<file path="src/rtl/floor_pkg.sv">
`default_nettype none
// +--------------------------------------------------------------------------+
// | Package     : floor_pkg                                                  |
// | Description : Shared types and constants for the floor datapath:         |
// |               game-state encoding, screen bounds, the floor x spacing    |
// |               and a helper that turns a difficulty level into the mask   |
// |               applied to the tick phase when deciding whether to step.   |
// | Revision    : 1.0 - initial release                                      |
// +--------------------------------------------------------------------------+
package floor_pkg;

  // Game state encoding, also driven directly onto the state output.
  typedef enum logic [1:0] {
    ST_IDLE  = 2'd0,
    ST_RUN   = 2'd1,
    ST_PAUSE = 2'd2,
    ST_OVER  = 2'd3
  } state_e;

  // Horizontal spacing of legal floor positions.
  localparam int FLOOR_X_STEP = 40;

  // Visible playfield.
  localparam int SCREEN_W = 640;
  localparam int SCREEN_H = 480;

  // Pixel coordinate on either axis.
  typedef logic [9:0] coord_t;

  // Level n steps once every 2**n ticks, so the low n bits of the tick
  // phase must be zero on a stepping tick.
  function automatic logic [2:0] step_mask(input logic [1:0] lvl);
    logic [2:0] m;
    case (lvl)
      2'd0:    m = 3'b000;
      2'd1:    m = 3'b001;
      2'd2:    m = 3'b011;
      default: m = 3'b111;
    endcase
    return m;
  endfunction

endpackage
`default_nettype wire

</file>
<file path="src/rtl/floor_scroll_sched_lfsr10.sv">
`default_nettype none
// +--------------------------------------------------------------------------+
// | Module      : lfsr10                                                     |
// | Description : Free-running 10-bit Fibonacci LFSR, x^10 + x^7 + 1.        |
// |               Shifts towards the MSB every clock; the feedback bit is    |
// |               bit9 ^ bit6 and enters at bit0. Maximal length, so a       |
// |               nonzero seed never reaches the all-zero lock-up state.     |
// | Ports       : clk     - system clock                                     |
// |               rst     - synchronous active-high reset, loads SEED        |
// |               value_o - current LFSR contents                            |
// | Revision    : 1.0 - initial release                                      |
// +--------------------------------------------------------------------------+
module lfsr10 #(
  parameter logic [9:0] SEED = 10'h001
) (
  input  logic       clk,
  input  logic       rst,
  output logic [9:0] value_o
);

  logic [9:0] lfsr_q;
  logic [9:0] lfsr_d;

  always_comb begin
    lfsr_d = {lfsr_q[8:0], lfsr_q[9] ^ lfsr_q[6]};
  end

  always_ff @(posedge clk) begin
    if (rst) begin
      lfsr_q <= SEED;
    end else begin
      lfsr_q <= lfsr_d;
    end
  end

  assign value_o = lfsr_q;

endmodule
`default_nettype wire

</file>
<file path="src/rtl/floor_scroll_sched.sv">
`default_nettype none
// +--------------------------------------------------------------------------+
// | Module      : floor_scroll_sched                                         |
// | Description : Sequences the floor-position datapath. Turns frame ticks   |
// |               into one-cycle scroll steps at a rate set by a difficulty  |
// |               level that rises with play time, and requests new floors   |
// |               over a valid/ready handshake with a pseudo-random x.       |
// | Ports       : clk, rst     - clock, synchronous active-high reset        |
// |               tick         - one-cycle frame tick                        |
// |               start        - begin play (IDLE->RUN, OVER->IDLE)          |
// |               pause        - hold play while high                        |
// |               game_over    - end play (highest priority)                 |
// |               hit_ceiling  - freezes tick counting and stepping          |
// |               spawn_ready  - floor bank accepts the pending spawn        |
// |               step         - one-cycle scroll pulse                      |
// |               level        - difficulty 0..3                             |
// |               spawn_valid  - spawn request pending                       |
// |               spawn_x      - x of the requested floor, 0..600 step 40    |
// |               spawn_drop   - sticky, a spawn was lost while pending      |
// |               state        - IDLE=0 RUN=1 PAUSE=2 OVER=3                 |
// | Revision    : 1.0 - initial release                                      |
// +--------------------------------------------------------------------------+
module floor_scroll_sched
  import floor_pkg::*;
#(
  parameter int         LEVEL_TICKS = 80,
  parameter int         SPAWN_PITCH = 60,
  parameter logic [9:0] LFSR_SEED   = 10'h001
) (
  input  logic       clk,
  input  logic       rst,
  input  logic       tick,
  input  logic       start,
  input  logic       pause,
  input  logic       game_over,
  input  logic       hit_ceiling,
  input  logic       spawn_ready,
  output logic       step,
  output logic [1:0] level,
  output logic       spawn_valid,
  output logic [9:0] spawn_x,
  output logic       spawn_drop,
  output logic [1:0] state
);

  localparam int TIMER_W  = (LEVEL_TICKS > 1) ? $clog2(LEVEL_TICKS) : 1;
  localparam int SCROLL_W = (SPAWN_PITCH > 1) ? $clog2(SPAWN_PITCH) : 1;
  localparam logic [TIMER_W-1:0]  TIMER_LAST  = TIMER_W'(LEVEL_TICKS - 1);
  localparam logic [SCROLL_W-1:0] SCROLL_LAST = SCROLL_W'(SPAWN_PITCH - 1);
  localparam coord_t X_STEP = coord_t'(FLOOR_X_STEP);

  state_e              state_q,  state_d;
  logic                step_q,   step_d;
  logic [1:0]          level_q,  level_d;
  logic [2:0]          phase_q,  phase_d;
  logic [TIMER_W-1:0]  timer_q,  timer_d;
  logic [SCROLL_W-1:0] scroll_q, scroll_d;
  logic                valid_q,  valid_d;
  coord_t              x_q,      x_d;
  logic                drop_q,   drop_d;

  logic [9:0] w_lfsr;
  logic [5:0] w_lfsr_hi_unused;
  logic       w_counted;
  logic       w_scroll_en;
  logic       w_wrap;
  logic       w_accept;

  lfsr10 #(
    .SEED (LFSR_SEED)
  ) u_lfsr (
    .clk     (clk),
    .rst     (rst),
    .value_o (w_lfsr)
  );

  // Only the low nibble picks the floor slot.
  assign w_lfsr_hi_unused = w_lfsr[9:4];

  always_comb begin
    state_d  = state_q;
    step_d   = 1'b0;
    level_d  = level_q;
    phase_d  = phase_q;
    timer_d  = timer_q;
    scroll_d = scroll_q;
    valid_d  = valid_q;
    x_d      = x_q;
    drop_d   = drop_q;

    // A tick only counts while running and not pinned at the ceiling.
    w_counted   = (state_q == ST_RUN) && tick && !hit_ceiling;
    // A step leaving RUN on a pause still scrolls the floors, so it must
    // also advance the spawn pitch; after game over it is ignored.
    w_scroll_en = step_q && ((state_q == ST_RUN) || (state_q == ST_PAUSE));
    w_wrap      = w_scroll_en && (scroll_q == SCROLL_LAST);
    w_accept    = valid_q && spawn_ready;

    if (w_counted) begin
      // Step decision uses the phase and level before this tick updates them.
      step_d  = ((phase_q & step_mask(level_q)) == 3'd0);
      phase_d = phase_q + 3'd1;
      if (timer_q == TIMER_LAST) begin
        timer_d = '0;
        if (level_q != 2'd3) begin
          level_d = level_q + 2'd1;
        end
      end else begin
        timer_d = timer_q + 1'b1;
      end
    end

    if (w_scroll_en) begin
      scroll_d = w_wrap ? '0 : scroll_q + 1'b1;
    end

    // A wrap landing on the accepting cycle refills the slot without a drop.
    if (w_wrap) begin
      if (!valid_q || w_accept) begin
        valid_d = 1'b1;
        x_d     = coord_t'(w_lfsr[3:0]) * X_STEP;
      end else begin
        drop_d = 1'b1;
      end
    end else if (w_accept) begin
      valid_d = 1'b0;
    end

    case (state_q)
      ST_IDLE:  if (start)      state_d = ST_RUN;
      ST_RUN: begin
        if (game_over)          state_d = ST_OVER;
        else if (pause)         state_d = ST_PAUSE;
      end
      ST_PAUSE: begin
        if (game_over)          state_d = ST_OVER;
        else if (!pause)        state_d = ST_RUN;
      end
      ST_OVER:  if (start)      state_d = ST_IDLE;
      default:                  state_d = ST_IDLE;
    endcase

    if ((state_d == ST_OVER) && (state_q != ST_OVER)) begin
      valid_d = 1'b0;
    end

    // A fresh game starts from the easiest level with no history.
    if ((state_q == ST_IDLE) && (state_d == ST_RUN)) begin
      level_d  = 2'd0;
      phase_d  = 3'd0;
      timer_d  = '0;
      scroll_d = '0;
      drop_d   = 1'b0;
    end
  end

  always_ff @(posedge clk) begin
    if (rst) begin
      state_q  <= ST_IDLE;
      step_q   <= 1'b0;
      level_q  <= 2'd0;
      phase_q  <= 3'd0;
      timer_q  <= '0;
      scroll_q <= '0;
      valid_q  <= 1'b0;
      x_q      <= '0;
      drop_q   <= 1'b0;
    end else begin
      state_q  <= state_d;
      step_q   <= step_d;
      level_q  <= level_d;
      phase_q  <= phase_d;
      timer_q  <= timer_d;
      scroll_q <= scroll_d;
      valid_q  <= valid_d;
      x_q      <= x_d;
      drop_q   <= drop_d;
    end
  end

  assign step        = step_q;
  assign level       = level_q;
  assign spawn_valid = valid_q;
  assign spawn_x     = x_q;
  assign spawn_drop  = drop_q;
  assign state       = state_q;

endmodule
`default_nettype wire

</file>
<file path="config.mk">
export PLATFORM = sky130hd
export DESIGN_NAME = floor_scroll_sched
export DESIGN_NICKNAME = d
export VERILOG_FILES = /design/src/rtl/floor_pkg.sv /design/src/rtl/floor_scroll_sched_lfsr10.sv /design/src/rtl/floor_scroll_sched.sv
export SDC_FILE = /design/constraint.sdc
export NUM_CORES = 1
export LEC_CHECK = 0
export CORE_UTILIZATION = 50
export CTS_BUF_LIST = sky130_fd_sc_hd__clkbuf_2
export DETAILED_ROUTE_END_ITERATION = 6
export PLACE_DENSITY_LB_ADDON = 0.08
export SLEW_MARGIN = 20
export SYNTH_ARGS = -nofsm -noshare
export SYNTH_HDL_FRONTEND = slang
export SYNTH_HIERARCHICAL = 1
export SYNTH_SLANG_ARGS = --single-unit
</file>
<file path="constraint.sdc">
create_clock -name clk -period 2.3 [get_ports clk]
set_input_delay 0.46 -clock clk [delete_from_list [all_inputs] [get_ports clk]]
set_output_delay 0.46 -clock clk [all_outputs]
set_load 0.005 [all_outputs]
</file>
Yosys cells after proc, flatten, opt, wreduce, memory -nomap -nowiden
Index checks and enable logic that the tools add are counted.
{"block": "word_totals", "reg_bits": 40, "in_bits": 8}
{"block": "op_classes", "n_eq_ne": 12, "n_reduce_logical": 22, "n_mul": 1, "add_sub_neg": 4, "n_bitwise": 4, "mux": 14}
{"operator": "2-bit 2-to-1 mux", "n": 6}
{"operator": "3-bit one-hot mux with 3 select lines", "n": 1}
{"operator": "2-bit == test, second input constant", "n": 4}
{"operator": "2-bit one-hot mux with 4 select lines", "n": 1}
{"operator": "7-bit by 1-bit adder with 7-bit output, second input constant", "n": 1}
{"operator": "7-bit == test, second input constant", "n": 1}
{"operator": "1-bit logical AND", "n": 7}
{"operator": "4-bit by 3-bit multiplier with 7-bit output, second input constant", "n": 1}
{"operator": "7-bit 2-to-1 mux", "n": 1}
{"operator": "6-bit by 1-bit adder with 6-bit output, second input constant", "n": 1}
{"operator": "2-bit by 1-bit == test with 1-bit output, second input constant", "n": 3}
{"operator": "6-bit == test, second input constant", "n": 1}
{"operator": "6-bit 2-to-1 mux", "n": 1}
{"operator": "2-bit AND reduction", "n": 3}
{"operator": "2-bit OR reduction", "n": 3}
{"operator": "2-bit zero test", "n": 2}
{"operator": "2-bit inequality test, second input constant", "n": 2}
{"operator": "3-bit by 1-bit adder with 3-bit output, second input constant", "n": 1}
{"operator": "3-bit AND", "n": 1}
{"operator": "3-bit zero test", "n": 1}
{"operator": "1-bit 2-to-1 mux", "n": 3}
{"operator": "3-bit 2-to-1 mux", "n": 1}
{"operator": "3-bit AND reduction", "n": 1}
{"operator": "2-bit by 1-bit adder with 2-bit output, second input constant", "n": 1}
{"operator": "6 further kinds", "n": 9}

Logic depth before layout (Yosys ltp)
{"block": "depth", "ltp_word": 6, "ltp_mapped": 8, "depth_no_buf": 7}

Hierarchy
The synthesis kept the hierarchy.
{"module": "floor_scroll_sched", "cells_per_inst": 177, "instances": 1, "seq_area_each_um2": 600.6, "area_each_um2": 1590.3}
{"module": "lfsr10", "cells_per_inst": 30, "instances": 1, "seq_area_each_um2": 200.2, "area_each_um2": 339.1}

Least setup slack after synthesis
No wires, ideal clock.
{"block": "synth_timing", "path_type": "reg-to-reg", "from": "register state_q[0], in the netlist state[0]", "to": "register x_q[3], in the netlist spawn_x[3]", "synth_period_minus_slack_ns": 1.862, "required_ns": 2.172, "setup_time_ns": 0.128, "setup_slack_ns": 0.438, "arrival_ns": 1.735, "n_path_buf": 0, "path_stages_with_launch": 7, "path_cell_list": "dfxtp_1 inv_1 ha_1 nand3_2 nor4_4 mux2i_1 nor2_1"}
{"block": "synth_between", "elab_chain_cells": 5, "elab_cells_between_ends": 6, "classes_between": "2 x eq/ne; 4 x reduce/logical"}
{"item": "from (decl)", "line": "floor_scroll_sched.sv:52", "rtl": "state_e state_q, state_d;"}
{"item": "from (signal assigned)", "line": "floor_scroll_sched.sv:169", "rtl": "state_q <= state_d;"}
{"item": "2-bit by 1-bit == test with 1-bit output / 2-bit == test (equally long branches)", "line": "floor_scroll_sched.sv:95", "rtl": "w_scroll_en = step_q && ((state_q == ST_RUN) || (state_q == ST_PAUSE));"}
{"item": "1-bit logical OR *", "line": "floor_scroll_sched.sv:95"}
{"item": "1-bit logical AND *", "line": "floor_scroll_sched.sv:95"}
{"item": "1-bit logical AND *", "line": "floor_scroll_sched.sv:96", "rtl": "w_wrap = w_scroll_en && (scroll_q == SCROLL_LAST);"}
{"item": "2-bit AND reduction (no source line) *"}
{"item": "to (signal assigned)", "line": "floor_scroll_sched.sv:166", "rtl": "x_q <= '0;"}
{"item": "to (signal assigned)", "line": "floor_scroll_sched.sv:176", "rtl": "x_q <= x_d;"}
{"item": "to (decl)", "line": "floor_scroll_sched.sv:59", "rtl": "coord_t x_q, x_d;"}
Mark *: on every way between the ends. The rest lies on a longest branch, timed or not.
A chain may end at the register's enable or synchronous reset.

Worst setup path in the final report
{"block": "layout_timing", "from": "register state_q[0], in the netlist state[0]", "to": "register scroll_q[1]"}
{"block": "layout_between", "elab_chain_cells": 6, "elab_cells_between_ends": 18, "classes_between": "4 x eq/ne; 8 x mux; 6 x reduce/logical"}
{"item": "2-bit 2-to-1 mux, on equally long branches", "line": "floor_scroll_sched.sv:137, floor_scroll_sched.sv:133"}
{"item": "2-bit 2-to-1 mux, on equally long branches", "line": "floor_scroll_sched.sv:136, floor_scroll_sched.sv:132"}
{"item": "2-bit one-hot mux with 4 select lines", "line": "floor_scroll_sched.sv:129", "rtl": "case (state_q)"}
{"item": "2-bit by 1-bit == test with 1-bit output", "line": "floor_scroll_sched.sv:148", "rtl": "if ((state_q == ST_IDLE) && (state_d == ST_RUN)) begin"}
{"item": "1-bit logical AND", "line": "floor_scroll_sched.sv:148"}
{"item": "2-bit OR reduction (no source line)"}
{"item": "to (signal assigned)", "line": "floor_scroll_sched.sv:174", "rtl": "scroll_q <= scroll_d;"}
{"item": "to (decl)", "line": "floor_scroll_sched.sv:57", "rtl": "logic [SCROLL_W-1:0] scroll_q, scroll_d;"}
Several ways; a longest one is shown, not always the timed one.

==> metrics.csv <==
stage,metric,value,unit
place,placed_wire_length_estimate,2.408,mm
global_route,total_global_routing_overflow,0,
detailed_routing,drt_first_iter_violations,91,
final_layout,post-route-cell-area,2180,µm²
floorplan,die_ar,4034,µm²
timing,final.min_clock_period,2027,ps
final_layout,drive_gt1_frac,0.08333,
timing,hold_viol,0,
floorplan,rows,21,
job,cap_viol_max_count,0,
global_route,first_global_vias,1269,
clock_network,tritoncts,yes,
clock_network,cts_max_level,2,
final_layout,mostFrequentLayoutCells,"40 x sky130_fd_sc_hd__dfxtp_1, 22 x sky130_fd_sc_hd__nor2_1, 21 x sky130_fd_sc_hd__clkdlybuf4s50_1, 14 x sky130_fd_sc_hd__ha_1",
timing,final-max-slew-violation-count,0,
clock_network,root_buffer,sky130_fd_sc_hd__clkbuf_2,
place,global_placement_routability_congestion,0.8476,
final_layout,final_common_cell,sky130_fd_sc_hd__dfxtp_1,
detailed_routing,drc_errors,0,
worst_setup_path,critical_path_peak_fanout,8,
clock_network,postCtsSetupRepairBufs,0,
worst_setup_path,worst-setup-path-type,reg2reg,
global_route,grt_max_degree,21,
place,dpl_worst_slack,343.0,ps
timing,timing_worst_slew_pin_value,498.5,ps
timing,setup_slack,273.3,ps
global_route,antenna_found_initial,0,
clock_network,post_cts.resized_instances,0,
power,p_leak,0.8484,nW
global_route,grt_first_pass_wirelength,5.513,mm
detailed_routing,postRouteAntennaNets,0,
clock_network,number_of_sinks_on_the_clock_net,40,
power,cellPowerDensity,508.7,nW/µm²
clock_network,clock_latency,400,ps
timing,grt_setup_unrepaired,false,
place,buffer_ports.inserted,21,
worst_setup_path,reg2regPathDepth,7,
power,power_report.internal_total,0.8291,mW
clock_network,max-clock-path-buffers,2,
clock_network,numCtsBuffers,5,
power,combinationalPowerShare,0.092,
final_layout,diodes,0,
timing,slew_headroom,0.6669,
power,total_switching_power,0.2796,mW
floorplan,num_io_pins,25,
final_layout,num-nets-final,250,
worst_setup_path,cp.arrival,2340,ps
timing,clock-skew-final,22.96,ps
yosys,syn_inst,202,
detailed_routing,wl_per_cell,11.87,µm
floorplan,design.core.area,3468,µm²
final_layout,area_growth,15.21,%
timing,achievable-frequency,0.4934,GHz
power,swShare,0.2522,
clock_network,clkTransAtPathRegs,190,ps
floorplan,start_util,0.5455,
power,p_seq_frac,0.644,
yosys,yosys_warnings,6,
power,p_clk_frac,0.264,
floorplan,dieWidth,63.51,µm
detailed_routing,detailedRoute.firstPassIterationCount,4,
yosys,syn-cell-area,1892,µm²
global_route,grt_util_all_layers,0.1792,
place,cell_area_after_placement,2141,µm²
worst_hold_path,worstHoldPathCells,1,
power,irDropWorstVdd,0.3730,mV
timing,fin_setup_tns,0,ps
timing,timing.final.crit_share,0.8812,
yosys,synth.avg_cell_area,9.365,µm²
clock_network,postCtsHoldBufs,0,
detailed_routing,totalWireLength,3.253,mm
worst_setup_path,cp-end-kind,register,
timing,worst_slack_on_hold_paths,463.3,ps
detailed_routing,route.detailed.vias_per_inst,5.047,
worst_setup_path,crit_path_start_kind,register,
floorplan,die_h,63.51,µm
worst_setup_path,worstPathRequired,2620,ps
final_layout,final_core_util,0.6284,
status,result_of_the_run,finished clean,
worst_hold_path,hold_path.class,reg2reg,
detailed_routing,dr_vias,1383,
timing,setup_viol,0,
-- cell type report --
class                   count  area [µm²]
flip-flops and latches     40       800.8
multi-input cells         142       989.7
clock inverters             1       3.754
well taps                  46       57.56
fillers                   303        1289
inverters                  12       45.04
clock buffers               7       35.03
repair buffers             26       247.7
-- final timing paths --
path                      from           endpoint  slack, ps
min          u_lfsr/value_o[8]  u_lfsr/value_o[9]        460
min reg2reg  u_lfsr/value_o[8]  u_lfsr/value_o[9]        460
max                   state[0]        scroll_q[1]        270
max reg2reg           state[0]        scroll_q[1]        270
-- per-layer routing --
| metal | global-route usage | wire length [µm] |
|---|---|---|
| met4 | 0.07670 | 51 |
| met5 | 0 | 0 |
| met3 | 0.06159 | 183 |
| met1 | 0.2261 | 1657 |
| met2 | 0.2753 | 1359 |
-- flip-flops by register name, indices dropped and copies added (netlist names) --
signal,cells
level,2
phase_q,3
timer_q,7
u_lfsr/value_o,10
step,1
scroll_q,6
spawn_valid,1
state,2
spawn_drop,1
spawn_x,7
-- per-stage QoR --
stage          total power [mW]  cells
6_report                  1.109    274
5_1_grt                   1.171    274
3_3_place_gp             0.8266    266
4_1_cts                   1.126    274
3_5_place_dp             0.8300    266
2_1_floorplan            0.7959    204
-- critical path, cell delays in order, from the launching register on --
cell                      delay, ps
sky130_fd_sc_hd__dfxtp_1        500
sky130_fd_sc_hd__inv_1          110
sky130_fd_sc_hd__ha_1           360
sky130_fd_sc_hd__nand3_2        140
sky130_fd_sc_hd__nor3_1          80
sky130_fd_sc_hd__buf_4          140
sky130_fd_sc_hd__or3b_2         470
sky130_fd_sc_hd__a21oi_1        150
-- power groups by stage --
stage | logic, mW | clock network, mW | registers [mW]
after floorplan | 0.0715 | 0 | 0.724
after global placement | 0.0995 | 0 | 0.727
after detailed placement | 0.102 | 0 | 0.728
after CTS | 0.103 | 0.309 | 0.714
after global routing | 0.112 | 0.342 | 0.717
final | 0.102 | 0.293 | 0.713
Note: power is estimated with default switching activity, not from simulation.
